[src/rtl/attenuate.sv]
// ---------------------------------------------------------------------------
// attenuate: button-controlled digital attenuator for the effects chain.
//   Each sample is divided by 2^level with an arithmetic right shift. Two
//   debounced buttons move a target level up or down. The applied level
//   follows the target one step at a time. A step is taken only at a zero
//   crossing, or after ZC_TIMEOUT samples without one, so that level changes
//   do not produce audible clicks.
// Ports:
//   Clk            system clock, rising edge
//   Reset          asynchronous, active-low reset
//   Btn_up         raw button, 1 = pressed, raises the attenuation
//   Btn_down       raw button, 1 = pressed, lowers the attenuation
//   Sample_valid   one-cycle strobe qualifying Data_in
//   Data_in        signed input sample
//   Data_out       attenuated signed sample, held between strobes
//   Data_out_valid one-cycle strobe, one cycle after Sample_valid
//   atten_level    level currently applied to samples
//   pending        high while the target level differs from atten_level
// ---------------------------------------------------------------------------

// Per-button debounce plus press detection. Emits one step pulse per press,
// with no auto-repeat.
module attenuate_debounce #(
  parameter int DEB_CYCLES = 50000
) (
  input  logic Clk,
  input  logic Reset,
  input  logic btn_raw,
  output logic step
);
  localparam int CNT_W = (DEB_CYCLES > 1) ? $clog2(DEB_CYCLES) : 1;
  localparam logic [CNT_W-1:0] CNT_LAST = CNT_W'(DEB_CYCLES - 1);

  typedef enum logic [1:0] {
    IDLE      = 2'd0,
    DEB_PRESS = 2'd1,
    HELD      = 2'd2,
    DEB_REL   = 2'd3
  } state_t;

  state_t           state_r, state_s;
  logic [CNT_W-1:0] cnt_r, cnt_s;
  logic             sync1_r, sync2_r;
  logic             step_r, step_s;

  // Two-flop synchroniser for the asynchronous button input
  always_ff @(posedge Clk or negedge Reset) begin
    if (!Reset) begin
      sync1_r <= 1'b0;
      sync2_r <= 1'b0;
    end else begin
      sync1_r <= btn_raw;
      sync2_r <= sync1_r;
    end
  end

  // State, counter and registered step pulse
  always_ff @(posedge Clk or negedge Reset) begin
    if (!Reset) begin
      state_r <= IDLE;
      cnt_r   <= {CNT_W{1'b0}};
      step_r  <= 1'b0;
    end else begin
      state_r <= state_s;
      cnt_r   <= cnt_s;
      step_r  <= step_s;
    end
  end

  // Next-state and counter logic
  always_comb begin
    state_s = state_r;
    cnt_s   = cnt_r;
    case (state_r)
      IDLE: begin
        if (sync2_r) begin
          state_s = DEB_PRESS;
          cnt_s   = {CNT_W{1'b0}};
        end else begin
          state_s = IDLE;
        end
      end
      DEB_PRESS: begin
        if (!sync2_r) begin
          state_s = IDLE;
        end else if (cnt_r == CNT_LAST) begin
          state_s = HELD;
        end else begin
          cnt_s = cnt_r + CNT_W'(1);
        end
      end
      HELD: begin
        if (!sync2_r) begin
          state_s = DEB_REL;
          cnt_s   = {CNT_W{1'b0}};
        end else begin
          state_s = HELD;
        end
      end
      DEB_REL: begin
        if (sync2_r) begin
          state_s = HELD;
        end else if (cnt_r == CNT_LAST) begin
          state_s = IDLE;
        end else begin
          cnt_s = cnt_r + CNT_W'(1);
        end
      end
      default: begin
        state_s = IDLE;
        cnt_s   = {CNT_W{1'b0}};
      end
    endcase
  end

  // Step pulse on the last stable cycle of the press debounce
  always_comb begin
    if ((state_r == DEB_PRESS) && sync2_r && (cnt_r == CNT_LAST)) begin
      step_s = 1'b1;
    end else begin
      step_s = 1'b0;
    end
  end

  assign step = step_r;
endmodule

module attenuate #(
  parameter int DATA_W     = 16,
  parameter int LVL_W      = 3,
  parameter int DEB_CYCLES = 50000,
  parameter int ZC_TIMEOUT = 64
) (
  input  logic              Clk,
  input  logic              Reset,
  input  logic              Btn_up,
  input  logic              Btn_down,
  input  logic              Sample_valid,
  input  logic [DATA_W-1:0] Data_in,
  output logic [DATA_W-1:0] Data_out,
  output logic              Data_out_valid,
  output logic [LVL_W-1:0]  atten_level,
  output logic              pending
);
  localparam int TMO_W = (ZC_TIMEOUT > 1) ? $clog2(ZC_TIMEOUT) : 1;
  localparam logic [TMO_W-1:0] TMO_LAST = TMO_W'(ZC_TIMEOUT - 1);
  localparam logic [LVL_W-1:0] LVL_MAX  = {LVL_W{1'b1}};

  logic              up_step_s, down_step_s;
  logic [LVL_W-1:0]  target_r, target_s;
  logic [LVL_W-1:0]  level_r, level_s;
  logic [TMO_W-1:0]  tmo_r, tmo_s;
  logic              prev_sign_r;
  logic              pending_r;
  logic              zc_s;
  logic [DATA_W-1:0] data_out_r;
  logic              data_out_valid_r;

  attenuate_debounce #(.DEB_CYCLES(DEB_CYCLES)) u_deb_up (
    .Clk     (Clk),
    .Reset   (Reset),
    .btn_raw (Btn_up),
    .step    (up_step_s)
  );

  attenuate_debounce #(.DEB_CYCLES(DEB_CYCLES)) u_deb_down (
    .Clk     (Clk),
    .Reset   (Reset),
    .btn_raw (Btn_down),
    .step    (down_step_s)
  );

  // Target level: saturating up/down, simultaneous steps cancel
  always_comb begin
    target_s = target_r;
    if (up_step_s && !down_step_s) begin
      if (target_r != LVL_MAX) begin
        target_s = target_r + LVL_W'(1);
      end else begin
        target_s = target_r;
      end
    end else if (down_step_s && !up_step_s) begin
      if (target_r != {LVL_W{1'b0}}) begin
        target_s = target_r - LVL_W'(1);
      end else begin
        target_s = target_r;
      end
    end else begin
      target_s = target_r;
    end
  end

  // Level commit: one step toward target per qualifying sample
  always_comb begin
    level_s = level_r;
    tmo_s   = tmo_r;
    zc_s    = (Data_in[DATA_W-1] != prev_sign_r) || (Data_in == {DATA_W{1'b0}});
    if (!pending_r) begin
      tmo_s = {TMO_W{1'b0}};
    end else if (Sample_valid) begin
      if (zc_s || (tmo_r == TMO_LAST)) begin
        if (target_r > level_r) begin
          level_s = level_r + LVL_W'(1);
        end else begin
          level_s = level_r - LVL_W'(1);
        end
        tmo_s = {TMO_W{1'b0}};
      end else begin
        tmo_s = tmo_r + TMO_W'(1);
      end
    end else begin
      tmo_s = tmo_r;
    end
  end

  // Control state; pending is registered from the next-state values so it
  // always matches the registered target and level
  always_ff @(posedge Clk or negedge Reset) begin
    if (!Reset) begin
      target_r  <= {LVL_W{1'b0}};
      level_r   <= {LVL_W{1'b0}};
      tmo_r     <= {TMO_W{1'b0}};
      pending_r <= 1'b0;
    end else begin
      target_r  <= target_s;
      level_r   <= level_s;
      tmo_r     <= tmo_s;
      pending_r <= (target_s != level_s);
    end
  end

  // Sample path: shift uses the level in effect before this cycle's commit
  always_ff @(posedge Clk or negedge Reset) begin
    if (!Reset) begin
      data_out_r       <= {DATA_W{1'b0}};
      data_out_valid_r <= 1'b0;
      prev_sign_r      <= 1'b0;
    end else begin
      data_out_valid_r <= Sample_valid;
      if (Sample_valid) begin
        data_out_r  <= DATA_W'($signed(Data_in) >>> level_r);
        prev_sign_r <= Data_in[DATA_W-1];
      end else begin
        data_out_r  <= data_out_r;
        prev_sign_r <= prev_sign_r;
      end
    end
  end

  assign Data_out       = data_out_r;
  assign Data_out_valid = data_out_valid_r;
  assign atten_level    = level_r;
  assign pending        = pending_r;
endmodule

[config.mk]
export PLATFORM = sky130hd
export DESIGN_NAME = attenuate
export DESIGN_NICKNAME = d
export VERILOG_FILES = /design/src/rtl/attenuate.sv
export SDC_FILE = /design/constraint.sdc
export NUM_CORES = 1
export LEC_CHECK = 0
export ABC_AREA = 1
export BUFFER_PORTS_ARGS = -buffer_cell sky130_fd_sc_hd__buf_2
export CAP_MARGIN = 0
export CORE_MARGIN = 2
export CORE_UTILIZATION = 64
export DETAILED_ROUTE_END_ITERATION = 16
export PLACE_DENSITY_LB_ADDON = 0.08
export SYNTH_ARGS = -nofsm -noshare
export SYNTH_HDL_FRONTEND = slang
export SYNTH_SLANG_ARGS = --single-unit
[constraint.sdc]
create_clock -name Clk -period 4.2 [get_ports Clk]
set_clock_uncertainty 0.2 [all_clocks]
set_input_delay 0.84 -clock Clk [delete_from_list [all_inputs] [get_ports Clk]]
set_output_delay 0.84 -clock Clk [all_outputs]
set_load 0.005 [all_outputs]
### Word level (Yosys, flattened, before mapping)

Index checks and enable logic that the tools add are counted.
Widths: inputs -> output; s select.

* RAM bits: 0
* register bits after elaboration: 73
* ROM bits: 0
* logic and storage cells: 108
* latch bits: 0
* bits of input ports: 21
* memories: 0

* reductions and logical operators: 18
* mux-type cells: 39
* shifts and indexed selects: 1
* bitwise gates (word level): 0
* multipliers: 0
* $add $sub $neg: 7
* equal/unequal tests: 25
* magnitude comparators: 1
* div/mod/pow operators: 0

Operators by type and width (count)
* $mux 16: 10
* $pmux 16 s4: 2
* $add 16x1->16 const B: 2
* $eq 16x16->1 const B: 2
* $mux 3: 8
* $mux 6: 3
* $logic_not 16->1: 1
* $mux 2: 8
* $pmux 2 s4: 2
* $sshr 16x3->16: 1
* $ne 2x2->1 const B: 5
* $ne 3x3->1 const B: 3
* $eq 2x2->1 const B: 4
* $ne 2x1->1 const B: 4
* $reduce_and 4->1: 2
* $add 3x1->3 const B: 2
* $add 6x1->6 const B: 1
* $eq 6x6->1 const B: 1
* $logic_and 1x1->1: 6
* $mux 1: 6
* $ne 3x1->1 const B: 2
* $sub 3x1->3 const B: 2
* $eq 2x1->1 const B: 2
* $logic_not 2->1: 2
* 7 further kinds: 10

### Depth between registers and ports, before layout

* word-level depth: 7
* depth in mapped cells: 17
* depth with buffers taken out: 15

### Cells and area by module

Synthesis repeated with hierarchy kept, for this count alone.

* cell total of the unflattened synthesis: 628
* area, all modules: 4501.8 µm²

By module, submodules not included
* attenuate: cells each 290, instances 1, area an instance 2074.5 µm²
* attenuate_debounce at u_deb_down: cells each 172, instances 1, area an instance 1226.2 µm²
* attenuate_debounce at u_deb_up: cells each 166, instances 1, area an instance 1201.2 µm²

### Worst setup path before layout

No wires, ideal clock.

* path kind: register to register
* start point: register level_r[1], in the netlist atten_level[1]
* end point: register pending_r, in the netlist pending
* path slack: 1.410 ns
* library setup time: 0.125 ns
* stages on the path, launching flop included: 15
* required time: 3.875 ns
* arrival time: 2.465 ns
* path buffers: 2
* path through: dfrtp_1 > clkbuf_1 > inv_1 > buf_1 > ha_1 > nand2_1 > o21ai_0 > nand2_1 > inv_1 > fa_1 > nand3b_1 > nand3_1 > nand2_1 > nor2_1 > nand3_1

* word-level cells in the longest chain between the ends: 6

RTL lines
* start: declaration: RTL line 151 `logic [LVL_W-1:0] level_r, level_s;`
* start signal: assignment: RTL line 221 `level_r <= {LVL_W{1'b0}};`
* start signal: assignment: RTL line 226 `level_r <= level_s;`
* $sub 3x1->3, or another cell as far along: RTL line 205 `level_s = level_r - LVL_W'(1);`
* $mux 3: RTL line 202 `if (target_r > level_r) begin`
* $mux 3: RTL line 201 `if (zc_s || (tmo_r == TMO_LAST)) begin`
* $mux 3: RTL line 200 `end else if (Sample_valid) begin`
* $mux 3 *: RTL line 198 `if (!pending_r) begin`
* $ne 3x3->1 *: RTL line 228 `pending_r <= (target_s != level_s);`
* end signal: assignment: RTL line 228
* end: declaration: RTL line 154 `logic pending_r;`

Every way passes the cells marked *; elsewhere a longest branch is shown, timed or not.
A chain may end at the register's enable or synchronous reset.

### Final worst setup path

Ends and elaborated chain as after synthesis.

==> results.cfg <==
[run]
maxCapViolCount = 0

[layout]
drive_gt1_share_pct = 13.2
design_area_um2 = 4710
antenna_cells = 0
fillers = 499
area_growth_pct = 10.5
layout.nets = 627

[worst_setup_path]
max_stage_delay_ns = 0.66
critPathMostFrequentCell = nand2_1
start_kind = register
worst_path_max_delay_cell = dfrtp_1
crit_path_end_kind = register
arrival_ns = 3.17
crit_path_max_fanout = 19
worstPathCellList = inv_1 -> ha_1 -> nand2_1 -> o21ai_0 -> nand2_1 -> inv_1 -> fa_1 -> nand3b_1 -> nand3_1 -> nand2_1 -> nor2_1 -> nand3_1
cpLargestDelayFamily = adder cells
cp.required_ns = 4.25
timing.critical_path.buf_inv = 2
criticalPathCategory = reg -> reg

[logic_synthesis]
netlist_instances = 560
synth_ff_type = dfrtp_1
syn_avg_cell_area_um2 = 7.61
async_flop_share_pct = 100
synth_top_area_share_pct = 42.3
synth_area_leader_cell = dfrtp_1
yosysSeqAreaShare_pct = 42.3
synth.distinct_cells = 38
synthMostInstantiatedCell = nand2_1
synth_warnings = 0
synth_seq_cells = 72
synth_edf_count = 0
syn-num-nets = 591
ys_top_cells_by_count = nand2_1 (142), dfrtp_1 (72), nor2_1 (62)
synth_area_leaders = dfrtp_1 (42%), nand2_1 (13%), nand3_1 (5.5%), nor2_1 (5.5%), inv_1 (4.6%)
syn_area_um2 = 4260

[power]
combPwrFrac_pct = 30.1
power.clock.fraction_pct = 29.0
power.density_nw_per_um2 = 489
total_power_mw = 2.31
power_leakage_nw = 2.21
p_switching_mw = 0.822
p_seq_share_pct = 40.9
netSwitchingFraction_pct = 35.6
ir_worst_vdd_mv = 0.353
power.internal_mw = 1.48

[timing]
tightestPinTransition_ns = 0.890
timing.final.crit_share_pct = 74.4
whs_ns = 0.155
slew_violations = 0
rsz0062_at_grt = false
hold_violations = 0
setup_tns_ns = 0
finalSetupViolCount = 0
fin_ws_ns = 1.07
slew_headroom_pct = 40.7
fin_crit_ns = 3.13
fmax_ghz = 0.320

[drt]
drt_first_pass_iters = 5
drc = 0
ant_nets = 0
initialDrtViolationCount = 259
via_per_inst = 5.78
wl_per_cell_um = 14.5
vias = 3911
wl_um = 9840

[global_routing]
grt_pass1_wl_um = 16500
antenna_found_initial = 0
grt_util_all_layers_pct = 28.6
grt_max_degree = 73
overflow = 0
grt_pass1_vias = 3594

[place]
gp_congestion = 0.899
post-dp-hpwl_um = 7120
io_buffers = 41
dp_slack_ns = 1.15
place_area_um2 = 4470

[cts]
numClockSinks = 72
cts_max_level = 3
cts_buffers = 9
clockRootBuffer = clkbuf_8
clk_path_buf_depth = 2
cts_setup_buffers = 0
clk_latency_ns = 0.36
hold_buffers = 0
cts_tree = yes
path_clk_slew_ns = 0.08
cts_resized = 0

[floorplan]
rows = 29
fp.dieH_um = 85.6
pin_count = 42
core-area_um2 = 6390
die_x_um = 85.6
die-area_um2 = 7330
start_util_pct = 66.8

[run_status]
status = complete, no violations

[worst_hold_path]
hp-class = reg -> reg
==> metal layers <==
layer | global-route usage (%) | share of wire (%) | routed length, um
met1 | 39.0 | 44 | 4350
met2 | 45.9 | 47 | 4620
met3 | 3.95 | 6.0 | 589
met4 | 12.8 | 2.8 | 273
met5 | 0 | 0 | 0
==> metrics by stage <==
step / util (%) / std cells
6_report: 73.8 / 677
2_1_floorplan: - / 560
4_1_cts: 73.8 / 677
3_5_place_dp: 70.0 / 662
5_1_grt: 73.8 / 677
3_3_place_gp: 70.0 / 662
==> final timing paths <==
| kind | start | end | slack [ns] | depth (start not counted) |
|---|---|---|---|---|
| min in group asynchronous | Reset | Data_out[12] | 0.38 | 1 |
| worst min register to register | u_deb_down.sync1_r | u_deb_down.sync2_r | 0.15 | 0 |
| worst max register to register | atten_level[1] | pending | 1.07 | 12 |
| max in group asynchronous | Reset | u_deb_up.cnt_r[7] | 2.82 | 1 |
| worst max-delay path | atten_level[1] | pending | 1.07 | 12 |
| worst min-delay path | u_deb_down.sync1_r | u_deb_down.sync2_r | 0.15 | 0 |
==> area by class of cell <==
class | count | area, um2 | area share (%)
multi-input combinational | 417 | 2160 | 45.8
clock buffer | 10 | 138 | 2.92
tap | 77 | 96.3 | 2.04
sequential | 72 | 1800 | 38.2
clock inverter | 5 | 104 | 2.20
inverter | 55 | 209 | 4.43
timing repair buffer | 41 | 208 | 4.41
==> cell families after synthesis <==
family	share of synthesized area [%]
buffers and inverters	7.16
adder cells (fa/ha/maj)	3.11
XOR/XNOR	4.52
multiplexers	0.704
AND/OR/NAND/NOR	30.4
AO/OA/AOI/OAI	11.8
flip-flops	42.3
==> worst reg2reg max path, stage by stage, from the launching register on <==
cell	delay, ns
dfrtp_1	0.66
inv_1	0.38
ha_1	0.41
nand2_1	0.04
o21ai_0	0.20
nand2_1	0.10
inv_1	0.08
fa_1	0.42
nand3b_1	0.21
nand3_1	0.12
nand2_1	0.05
nor2_1	0.08
nand3_1	0.06
==> cell usage in the layout, fill, tap and decap left out, types with 3 or more instances in the layout <==
cell	instances
o21ai_0	31
nor3_2	3
inv_1	52
nor3_1	13
mux2i_1	3
nand4_1	15
ha_1	9
nand3_1	47
o221ai_1	5
o21ai_1	9
o21ai_2	4
buf_2	40
nor2_1	62
or2_2	8
a21oi_1	20
nand2_1	142
nand2_2	4
xor2_1	17
clkbuf_8	10
o31ai_1	4
o32ai_1	4
dfrtp_1	72
xnor2_1	5
bufinv_16	3
==> power groups by stage <==
| stage | sequential (mW) | combinational (mW) | clock, mW |
|---|---|---|---|
| floorplan | 0.899 | 0.495 | 0 |
| finish | 0.944 | 0.694 | 0.668 |
| CTS | 0.940 | 0.687 | 0.676 |
| global route | 0.964 | 0.781 | 0.702 |
| global placement | 0.952 | 0.663 | 0 |
| detailed placement | 0.954 | 0.679 | 0 |
==> sequential cells by signal (all words and copies together), names as in the netlist, 3 cells and up, named ones only <==
name and cells:
u_deb_down.cnt_r 16, u_deb_up.cnt_r 16, Data_out 15, tmo_r 6
atten_level 3, target_r 3
No activity file was read; power rests on OpenSTA's default activity.
